**src/rtl/mem_ctrl_pkg.sv**
```systemverilog
// rtl/mem_ctrl_pkg.sv - shared widths, response codes and request-size helpers for mem_ctrl
package mem_ctrl_pkg;

   localparam int ADDR_W      = 32;
   localparam int WORD_W      = 32;
   localparam int MEM_CODE_W  = 2;
   localparam int MEM_COUNT_W = 2;

   localparam logic [MEM_CODE_W-1:0] MEM_CODE_IDLE  = 2'd0;
   localparam logic [MEM_CODE_W-1:0] MEM_CODE_BUSY  = 2'd1;
   localparam logic [MEM_CODE_W-1:0] MEM_CODE_VALID = 2'd2;
   localparam logic [MEM_CODE_W-1:0] MEM_CODE_ERROR = 2'd3;

   localparam logic [MEM_COUNT_W-1:0] MEM_COUNT_NONE = 2'd0;
   localparam logic [MEM_COUNT_W-1:0] MEM_COUNT_BYTE = 2'd1;
   localparam logic [MEM_COUNT_W-1:0] MEM_COUNT_HALF = 2'd2;
   localparam logic [MEM_COUNT_W-1:0] MEM_COUNT_WORD = 2'd3;

   function automatic logic [2:0] count_bytes(input logic [MEM_COUNT_W-1:0] count);
      case (count)
         MEM_COUNT_BYTE: count_bytes = 3'd1;
         MEM_COUNT_HALF: count_bytes = 3'd2;
         MEM_COUNT_WORD: count_bytes = 3'd4;
         default:        count_bytes = 3'd0;
      endcase
   endfunction

   // Lane mask of an access starting at lane 0.
   function automatic logic [3:0] count_lanes(input logic [MEM_COUNT_W-1:0] count);
      case (count)
         MEM_COUNT_BYTE: count_lanes = 4'b0001;
         MEM_COUNT_HALF: count_lanes = 4'b0011;
         MEM_COUNT_WORD: count_lanes = 4'b1111;
         default:        count_lanes = 4'b0000;
      endcase
   endfunction

endpackage

```
**src/rtl/mem_ctrl_if.sv**
```systemverilog
// rtl/mem_ctrl_if.sv - core request/response and RAM port bundle for mem_ctrl
interface mem_ctrl_if #(
   parameter int RAM_ADDR_W = 10
) ();
   import mem_ctrl_pkg::*;

   logic [ADDR_W-1:0]      i_req_addr;
   logic [WORD_W-1:0]      i_req_wr_data;
   logic                   i_req_wr_en;
   logic [MEM_COUNT_W-1:0] i_req_count;
   logic [WORD_W-1:0]      o_res_rd_data;
   logic [MEM_CODE_W-1:0]  o_res_code;
   logic                   o_ram_en;
   logic                   o_ram_we;
   logic [3:0]             o_ram_be;
   logic [RAM_ADDR_W-1:0]  o_ram_addr;
   logic [WORD_W-1:0]      o_ram_wr_data;
   logic [WORD_W-1:0]      i_ram_rd_data;

   modport slave (
      input  i_req_addr, i_req_wr_data, i_req_wr_en, i_req_count, i_ram_rd_data,
      output o_res_rd_data, o_res_code, o_ram_en, o_ram_we, o_ram_be, o_ram_addr, o_ram_wr_data
   );

   modport master (
      output i_req_addr, i_req_wr_data, i_req_wr_en, i_req_count, i_ram_rd_data,
      input  o_res_rd_data, o_res_code, o_ram_en, o_ram_we, o_ram_be, o_ram_addr, o_ram_wr_data
   );

endinterface

```
**src/rtl/mem_lane_align.sv**
```systemverilog
// rtl/mem_lane_align.sv - byte-lane enables, write-lane placement and read extraction from (off, count)
module mem_lane_align
   import mem_ctrl_pkg::*;
(
   input  logic [1:0]             off,
   input  logic [MEM_COUNT_W-1:0] count,
   input  logic [WORD_W-1:0]      wr_data,
   input  logic [WORD_W-1:0]      rd_lo,
   input  logic [WORD_W-1:0]      rd_hi,
   output logic                   split,
   output logic [3:0]             be_lo,
   output logic [3:0]             be_hi,
   output logic [WORD_W-1:0]      wr_lo,
   output logic [WORD_W-1:0]      wr_hi,
   output logic [WORD_W-1:0]      rd_data
);

   logic [4:0]          sh;
   logic [3:0]          lanes;
   logic [7:0]          be_span;
   logic [2*WORD_W-1:0] wr_span;
   logic [2*WORD_W-1:0] rd_span;
   logic [WORD_W-1:0]   rd_mask;

   // Two-word spans: the low word belongs to the first access, the high word to the second.
   always_comb begin
      sh      = {off, 3'b000};
      lanes   = count_lanes(count);
      be_span = {4'b0000, lanes} << off;
      wr_span = {{WORD_W{1'b0}}, wr_data} << sh;
      rd_span = split ? {rd_hi, rd_lo} : {{WORD_W{1'b0}}, rd_hi};
      rd_mask = '0;
      for (int i = 0; i < 4; i++) begin
         rd_mask[8*i +: 8] = {8{lanes[i]}};
      end
      rd_data = WORD_W'(rd_span >> sh) & rd_mask;
   end

   assign split = |be_span[7:4];
   assign be_lo = be_span[3:0];
   assign be_hi = be_span[7:4];
   assign wr_lo = wr_span[WORD_W-1:0];
   assign wr_hi = wr_span[2*WORD_W-1:WORD_W];

endmodule

```
**src/rtl/mem_ctrl.sv**
```systemverilog
// rtl/mem_ctrl.sv - data-memory controller: byte/half/word requests onto a word RAM, split and range handling
module mem_ctrl
   import mem_ctrl_pkg::*;
#(
   parameter int MEM_BYTES  = 4096,
   parameter int RAM_ADDR_W = 10
) (
   input  logic      clk,
   input  logic      clr,
   mem_ctrl_if.slave bus
);

   typedef enum logic [1:0] {ST_IDLE, ST_ACC0, ST_ACC1, ST_RESP} state_t;

   state_t                 state, state_nx;
   logic [RAM_ADDR_W-1:0]  wa_q;
   logic [1:0]             off_q;
   logic [MEM_COUNT_W-1:0] count_q;
   logic                   we_q;
   logic [WORD_W-1:0]      wd_q;
   logic                   err_q;
   logic [WORD_W-1:0]      lowbuf_q;

   logic [2:0]             req_bytes;
   logic [ADDR_W:0]        req_last;
   logic                   req_err;
   logic                   accept;

   logic                   split;
   logic [3:0]             be_lo, be_hi;
   logic [WORD_W-1:0]      wr_lo, wr_hi, align_rd;

   // One bit wider than the address so the last-byte sum cannot wrap.
   always_comb begin
      req_bytes = count_bytes(bus.i_req_count);
      req_last  = {1'b0, bus.i_req_addr} + {{(ADDR_W-2){1'b0}}, req_bytes} - {{ADDR_W{1'b0}}, 1'b1};
      req_err   = req_last >= (ADDR_W+1)'(MEM_BYTES);
      accept    = (bus.i_req_count != MEM_COUNT_NONE) && (state == ST_IDLE || state == ST_RESP);
   end

   mem_lane_align u_align (
      .off     (off_q),
      .count   (count_q),
      .wr_data (wd_q),
      .rd_lo   (lowbuf_q),
      .rd_hi   (bus.i_ram_rd_data),
      .split   (split),
      .be_lo   (be_lo),
      .be_hi   (be_hi),
      .wr_lo   (wr_lo),
      .wr_hi   (wr_hi),
      .rd_data (align_rd)
   );

   always_ff @(posedge clk) begin
      if (clr) begin
         state <= ST_IDLE;
      end else begin
         state <= state_nx;
      end
   end

   always_comb begin
      state_nx = state;
      case (state)
         ST_IDLE, ST_RESP: state_nx = accept ? (req_err ? ST_RESP : ST_ACC0) : ST_IDLE;
         ST_ACC0:          state_nx = split ? ST_ACC1 : ST_RESP;
         ST_ACC1:          state_nx = ST_RESP;
         default:          state_nx = ST_IDLE;
      endcase
   end

   always_ff @(posedge clk) begin
      if (clr) begin
         wa_q     <= '0;
         off_q    <= '0;
         count_q  <= '0;
         we_q     <= 1'b0;
         wd_q     <= '0;
         err_q    <= 1'b0;
         lowbuf_q <= '0;
      end else begin
         if (accept) begin
            wa_q    <= bus.i_req_addr[RAM_ADDR_W+1:2];
            off_q   <= bus.i_req_addr[1:0];
            count_q <= bus.i_req_count;
            we_q    <= bus.i_req_wr_en;
            wd_q    <= bus.i_req_wr_data;
            err_q   <= req_err;
         end
         // The first word of a split load arrives while the second is being issued.
         if (state == ST_ACC1 && !we_q) begin
            lowbuf_q <= bus.i_ram_rd_data;
         end
      end
   end

   always_comb begin
      bus.o_res_code    = MEM_CODE_IDLE;
      bus.o_res_rd_data = '0;
      bus.o_ram_en      = 1'b0;
      bus.o_ram_we      = 1'b0;
      bus.o_ram_be      = 4'b0000;
      bus.o_ram_addr    = '0;
      bus.o_ram_wr_data = '0;
      case (state)
         ST_ACC0: begin
            bus.o_res_code    = MEM_CODE_BUSY;
            bus.o_ram_en      = 1'b1;
            bus.o_ram_we      = we_q;
            bus.o_ram_be      = be_lo;
            bus.o_ram_addr    = wa_q;
            bus.o_ram_wr_data = wr_lo;
         end
         ST_ACC1: begin
            bus.o_res_code    = MEM_CODE_BUSY;
            bus.o_ram_en      = 1'b1;
            bus.o_ram_we      = we_q;
            bus.o_ram_be      = be_hi;
            bus.o_ram_addr    = wa_q + {{(RAM_ADDR_W-1){1'b0}}, 1'b1};
            bus.o_ram_wr_data = wr_hi;
         end
         ST_RESP: begin
            bus.o_res_code    = err_q ? MEM_CODE_ERROR : MEM_CODE_VALID;
            bus.o_res_rd_data = (err_q || we_q) ? '0 : align_rd;
         end
         default: ;
      endcase
   end

endmodule

```
**src/flat_wrapper.sv**
```systemverilog
// flat-port wrapper written by rule: the top's interface ports become plain ports
module mem_ctrl_flat import mem_ctrl_pkg::*;
#(
   parameter int MEM_BYTES  = 4096,
   parameter int RAM_ADDR_W = 10
)
  (clk, clr, bus_i_req_addr, bus_i_req_wr_data, bus_i_req_wr_en, bus_i_req_count, bus_i_ram_rd_data, bus_o_res_rd_data, bus_o_res_code, bus_o_ram_en, bus_o_ram_we, bus_o_ram_be, bus_o_ram_addr, bus_o_ram_wr_data);
  mem_ctrl_if #(.RAM_ADDR_W(RAM_ADDR_W)) bus_i ();
  input  logic clk;
  input  logic clr;
  input wire logic [$bits(bus_i.i_req_addr)-1:0] bus_i_req_addr;
  input wire logic [$bits(bus_i.i_req_wr_data)-1:0] bus_i_req_wr_data;
  input wire logic [$bits(bus_i.i_req_wr_en)-1:0] bus_i_req_wr_en;
  input wire logic [$bits(bus_i.i_req_count)-1:0] bus_i_req_count;
  input wire logic [$bits(bus_i.i_ram_rd_data)-1:0] bus_i_ram_rd_data;
  output wire logic [$bits(bus_i.o_res_rd_data)-1:0] bus_o_res_rd_data;
  output wire logic [$bits(bus_i.o_res_code)-1:0] bus_o_res_code;
  output wire logic [$bits(bus_i.o_ram_en)-1:0] bus_o_ram_en;
  output wire logic [$bits(bus_i.o_ram_we)-1:0] bus_o_ram_we;
  output wire logic [$bits(bus_i.o_ram_be)-1:0] bus_o_ram_be;
  output wire logic [$bits(bus_i.o_ram_addr)-1:0] bus_o_ram_addr;
  output wire logic [$bits(bus_i.o_ram_wr_data)-1:0] bus_o_ram_wr_data;
  assign bus_i.i_req_addr = bus_i_req_addr;
  assign bus_i.i_req_wr_data = bus_i_req_wr_data;
  assign bus_i.i_req_wr_en = bus_i_req_wr_en;
  assign bus_i.i_req_count = bus_i_req_count;
  assign bus_i.i_ram_rd_data = bus_i_ram_rd_data;
  assign bus_o_res_rd_data = bus_i.o_res_rd_data;
  assign bus_o_res_code = bus_i.o_res_code;
  assign bus_o_ram_en = bus_i.o_ram_en;
  assign bus_o_ram_we = bus_i.o_ram_we;
  assign bus_o_ram_be = bus_i.o_ram_be;
  assign bus_o_ram_addr = bus_i.o_ram_addr;
  assign bus_o_ram_wr_data = bus_i.o_ram_wr_data;
  mem_ctrl #(.MEM_BYTES(MEM_BYTES), .RAM_ADDR_W(RAM_ADDR_W)) u_core (.clk(clk), .clr(clr), .bus(bus_i));
endmodule
```
**config.mk**
```make
export PLATFORM = sky130hd
export DESIGN_NAME = mem_ctrl_flat
export DESIGN_NICKNAME = d
export VERILOG_FILES = /design/src/rtl/mem_ctrl_pkg.sv /design/src/rtl/mem_ctrl_if.sv /design/src/rtl/mem_lane_align.sv /design/src/rtl/mem_ctrl.sv /design/src/flat_wrapper.sv
export SDC_FILE = /design/constraint.sdc
export NUM_CORES = 1
export LEC_CHECK = 0
export BUFFER_PORTS_ARGS = -buffer_cell sky130_fd_sc_hd__buf_2
export CORE_ASPECT_RATIO = 2
export CORE_MARGIN = 2
export CORE_UTILIZATION = 25
export CTS_BUF_LIST = sky130_fd_sc_hd__clkbuf_4 sky130_fd_sc_hd__clkbuf_8
export DETAILED_ROUTE_END_ITERATION = 12
export PLACE_DENSITY_LB_ADDON = 0.25
export SYNTH_ARGS = -nofsm -noshare
export SYNTH_HDL_FRONTEND = slang
export SYNTH_HIERARCHICAL = 1
export SYNTH_SLANG_ARGS = --single-unit
```
**constraint.sdc**
```tcl
create_clock -name clk -period 7.6 [get_ports clk]
set_clock_uncertainty 0.15 [all_clocks]
set_input_delay 0.76 -clock clk [delete_from_list [all_inputs] [get_ports clk]]
set_output_delay 0.76 -clock clk [all_outputs]
set_load 0.02 [all_outputs]
```
Yosys cells after proc, flatten, opt, wreduce, memory -nomap -nowiden
Cells that the tools add are included.
- add/sub/neg operators: 3
- $mul: 0
- divide/modulo/power cells: 0
- magnitude comparators: 1
- eq/ne operators: 9
- shift-type cells: 3
- mux-type cells: 16
- bitwise logic cells: 1
- reduce and logical (&&, ||, !) cells: 10
- operator list (cell ; number):
    two-way mux 32 bit ; 2
    two-way mux 64 bit ; 1
    one-hot mux 32 bit (2 select lines) ; 1
    << shifter 32 x 5 -> 64 bit ; 1
    >> shifter 64 x 5 -> 32 bit ; 1
    adder 32 x 3 -> 33 bit ; 1
    greater-or-equal comparator 33 x 13 -> 1 bit, second input constant ; 1
    subtractor 33 x 1 -> 33 bit, second input constant ; 1
    AND 32 bit ; 1
    one-hot mux 10 bit (2 select lines) ; 1
    == test 2 bit, second input constant ; 6
    one-hot mux 4 bit (3 select lines) ; 1
    adder 10 x 1 -> 10 bit, second input constant ; 1
    one-hot mux 3 bit (3 select lines) ; 1
    one-hot mux 4 bit (2 select lines) ; 1
    << shifter 4 x 2 -> 8 bit ; 1
    == test 2 x 1 -> 1 bit, second input constant ; 3
    one-hot mux 2 bit (3 select lines) ; 1
    two-way mux 1 bit ; 4
    two-way mux 2 bit ; 2
    one-hot mux 2 bit (2 select lines) ; 1
    OR reduction 2 bit ; 2
    OR reduction 4 bit ; 1
    logical AND 1 bit ; 2
    other kinds (4) ; 5
- flip-flop bits (word level): 82
- bits in latches: 0
- RAM bits: 0
- ROM bits: 0
- input port bits: 101
- output and inout port bits: 82
- word-level logic and storage cells: 51
- memories: 0

Depth between registers and ports, before layout
- word-level depth: 9
- depth in mapped cells: 17
- gate-level depth less buffers: 17

Hierarchy
The synthesis kept the hierarchy.
- modules (own cells, without submodules) (module ; instances ; cells an instance ; area each (sq um) ; seq. area each (sq um)):
    mem_ctrl ; 1 ; 857 ; 5878.1 ; 1641.6
    mem_lane_align ; 1 ; 351 ; 2504.9 ; 0.0

Worst setup path after synthesis
OpenSTA, ideal clock, no wires.
- path type: input to register
- from: in bus_i_req_count[0]
- to: reg u_core.state[1]
- library setup time: 0.132 ns
- arrival: 3.661 ns
- slack: 3.657 ns
- stages on the path: 17
- path through: inv_1 nand2_1 ha_1 inv_1 ha_1 inv_1 fa_1 nand2b_1 a21oi_1 o21ai_1 o21ai_0 mux2i_1 or4_1 a2111oi_2 o2111ai_1 o31ai_2 a21oi_1
- cells in the longest elaborated chain, start to end: 8
- elaborated cells on any way between the ends: 12
- ends and longest elaborated chain (element ; line ; source):
    start, declared ; flat_wrapper.sv:14 ; input wire logic [$bits(bus_i.i_req_count)-1:0] bus_i_req_count;
    == test 2 bit / == test 2 x 1 -> 1 bit (equally long branches) ; mem_ctrl_pkg.sv:20 ; case (count)
    one-hot mux 3 bit (3 select lines) ; mem_ctrl_pkg.sv:20 ;
    adder 32 x 3 -> 33 bit ; mem_ctrl.sv:36 ; req_last = {1'b0, bus.i_req_addr} + {{(ADDR_W-2){1'b0}}, req_bytes} - {{ADDR_W{1'b0}}, 1'b1};
    subtractor 33 x 1 -> 33 bit ; mem_ctrl.sv:36 ;
    greater-or-equal comparator 33 x 13 -> 1 bit ; mem_ctrl.sv:37 ; req_err = req_last >= (ADDR_W+1)'(MEM_BYTES);
    two-way mux 2 bit ; mem_ctrl.sv:66 ; ST_IDLE, ST_RESP: state_nx = accept ? (req_err ? ST_RESP : ST_ACC0) : ST_IDLE;
    two-way mux 2 bit * ; mem_ctrl.sv:66 ;
    one-hot mux 2 bit (3 select lines) * ; mem_ctrl.sv:65 ; case (state)
    end signal, assigned ; mem_ctrl.sv:59 ; state <= state_nx;
    end, declared ; mem_ctrl.sv:15 ; state_t state, state_nx;
Every way passes the cells marked *; elsewhere a longest branch is shown, timed or not.
A chain may end at the register's enable or synchronous reset.

Worst setup path in the final report
- from: reg u_core.off_q[0]
- to: out bus_o_ram_wr_data[22]
- cells in the longest elaborated chain, start to end: 2
- ends and longest elaborated chain (element ; line ; source):
    start, declared ; mem_ctrl.sv:17 ; logic [1:0] off_q;
    start signal, assigned ; mem_ctrl.sv:85 ; off_q <= bus.i_req_addr[1:0];
    << shifter 32 x 5 -> 64 bit ; mem_lane_align.sv:30 ; wr_span = {{WORD_W{1'b0}}, wr_data} << sh;
    via u_core.wr_lo[22] ; mem_ctrl.sv:31 ; logic [WORD_W-1:0] wr_lo, wr_hi, align_rd;
    one-hot mux 32 bit (2 select lines) ; mem_ctrl.sv:106 ; case (state)
    end, declared ; flat_wrapper.sv:22 ; output wire logic [$bits(bus_i.o_ram_wr_data)-1:0] bus_o_ram_wr_data;
The timed path passes the listed nets, and every way through them passes these cells.

==> impl_metrics.env <==
export IMPL_num_vias=9059
export IMPL_critical_path_startpoint_type="register"
export IMPL_syn_avg_cell_area_um2=6.915
export IMPL_cts_tree="yes"
export IMPL_switching_power_uw=1369
export IMPL_drt_pass1_iterations=5
export IMPL_hold_buffers=0
export IMPL_path_class="reg2out"
export IMPL_status="finished, final reports clean"
export IMPL_crit_fanout=74
export IMPL_gr_total_overflow=0
export IMPL_swShare=0.5301
export IMPL_slew_viol_final=0
export IMPL_finish_net_count=1431
export IMPL_placed_area_mm2=0.009216
export IMPL_grt_pass1_wl_um=51030
export IMPL_drive_gt1_frac=0.1985
export IMPL_tightest_slew_ns=1.194
export IMPL_post_route_util=0.2931
export IMPL_period_minus_slack_ns=4.349
export IMPL_fin_crit_sh=0.5722
export IMPL_design_area_mm2=0.009448
export IMPL_cap_violations=0
export IMPL_clk_insertion_delay_late_ns=0.38
export IMPL_setup_violations_final=0
export IMPL_hold_viol=0
export IMPL_grt_pass1_vias=8937
export IMPL_drt_iter0_markers=565
export IMPL_fmax_ghz=0.2300
export IMPL_cts_buffer_depth=2
export IMPL_power_frac_clock=0.145
export IMPL_combPwrFrac=0.588
export IMPL_end_kind="primary output"
export IMPL_synth_area_mm2=0.008188
export IMPL_p_per_area_mw_per_mm2=273.2
export IMPL_htree_levels=3
export IMPL_reg2reg_slack_ns=4.74
export IMPL_areaGrowthSynthToFinish_pct=15.39
export IMPL_grt_max_degree=77
export IMPL_grt_util_all_layers=0.1899
export IMPL_crit_arrival_ns=3.44
export IMPL_die_area_mm2=0.03430
export IMPL_place_congestion=0.9905
export IMPL_grt_setup_unrepaired="no"
export IMPL_drcViolationCount=0
export IMPL_rows=93
export IMPL_antenna_found_initial=1
export IMPL_cts_clk_slew_worst_paths_ns=0.09
export IMPL_p_leak_uw=0.003863
export IMPL_numCtsBuffers=9
export IMPL_pin_count=183
export IMPL_p_seq_frac=0.267
export IMPL_clkSinkCount=76
export IMPL_postCtsSetupRepairBufs=0
export IMPL_hold_ws_ns=0.3085
export IMPL_drt_wirelength_per_cell_um=19.04
export IMPL_coreArea_mm2=0.03223
export IMPL_syn_inst=1184
export IMPL_initial_core_util=0.2540
export IMPL_fin_cells=1723
export IMPL_via_per_inst=5.258
export IMPL_clockRootBuffer="clkbuf_8"
export IMPL_place_inst=1706
export IMPL_synth_warnings=6
export IMPL_die_h_um=259.9
export IMPL_p_int_uw=1213
export IMPL_die_w_um=132.0
export IMPL_dp_hpwl_um=25230
export IMPL_antenna_left=0
export IMPL_place_port_buffers=182
export IMPL_hold_class="reg2reg"
export IMPL_peakVddDrop_uv=111.1
export IMPL_max_slew_margin_rel=0.2042
export IMPL_wl_um=32810
export IMPL_cts_resized_gates=0
export IMPL_setup_tns_final_ns=0
export IMPL_crit_required_ns=6.69
[critical path: stages (launching register included)]
cell and delay (ns):
dfxtp_4 0.74, buf_4 0.75, nor2b_1 0.73, nand2_1 0.10, o21ai_0 0.10, a22oi_1 0.09, nor2_1 0.23, buf_2 0.23
[routing by layer]
metal	vias up	share of wire	GRT usage
li1	4400	-	-
met1	4257	0.36	0.1960
met2	320	0.54	0.3636
met3	82	0.049	0.02690
met4	0	0.051	0.1048
met5	-	0	0
[final timing paths]
path / to / from / cells past startpoint
hold reg to reg: u_core/lowbuf_q[21] / u_core/lowbuf_q[21] / 2
setup / recovery: bus_o_ram_wr_data[22] / u_core/off_q[0] / 7
hold / removal: u_core/lowbuf_q[21] / u_core/lowbuf_q[21] / 2
setup reg to reg: u_core/wd_q[28] / u_core/state[0] / 7
[registers in the layout, indices dropped and copies added, names as in the netlist]
name / count
u_core/err_q: 1
u_core/state: 2
u_core/off_q: 2
u_core/lowbuf_q: 26
u_core/wd_q: 32
u_core/wa_q: 10
u_core/count_q: 2
u_core/we_q: 1
[cells in the final DEF, fill, tap and decap left out, drive strengths merged, types with 10 or more instances in the layout]
| cell type | instances |
|---|---|
| a21oi | 138 |
| a22oi | 41 |
| a31oi | 10 |
| a32oi | 11 |
| and2 | 61 |
| and3 | 14 |
| buf | 192 |
| dfxtp | 76 |
| ha | 39 |
| inv | 56 |
| mux2 | 16 |
| mux2i | 49 |
| nand2 | 207 |
| nand3 | 15 |
| nand4 | 10 |
| nor2 | 94 |
| nor2b | 12 |
| nor3 | 11 |
| o211ai | 11 |
| o21a | 13 |
| o21ai | 83 |
| o221ai | 17 |
[power by group through the flow]
stage	registers (uW)	clock network [uW]	logic [uW]
after floorplan	603	0	1170
after global placement	694	0	1520
after detailed placement	699	0	1530
after CTS	689	400	1530
after global routing	714	410	1690
final	689	375	1520
[area by class of cell]
type                    count  area [um2]
well taps                 427       534.3
fillers                  3603       22780
diodes                      1       2.502
flip-flops and latches     76        1529
multi-input cells         958        5968
clock buffers               9       123.9
inverters                  53       198.9
clock inverters             7       105.1
repair buffers            192       985.9
[per-stage QoR]
step | setup slack, ns | power [uW]
after floorplan | 3.663 | 1772
after global placement | 3.079 | 2209
after detailed placement | 2.953 | 2225
after CTS | 3.259 | 2619
after global routing | 3.019 | 2810
final | 3.251 | 2582
Power figures use the tool's default switching activity.
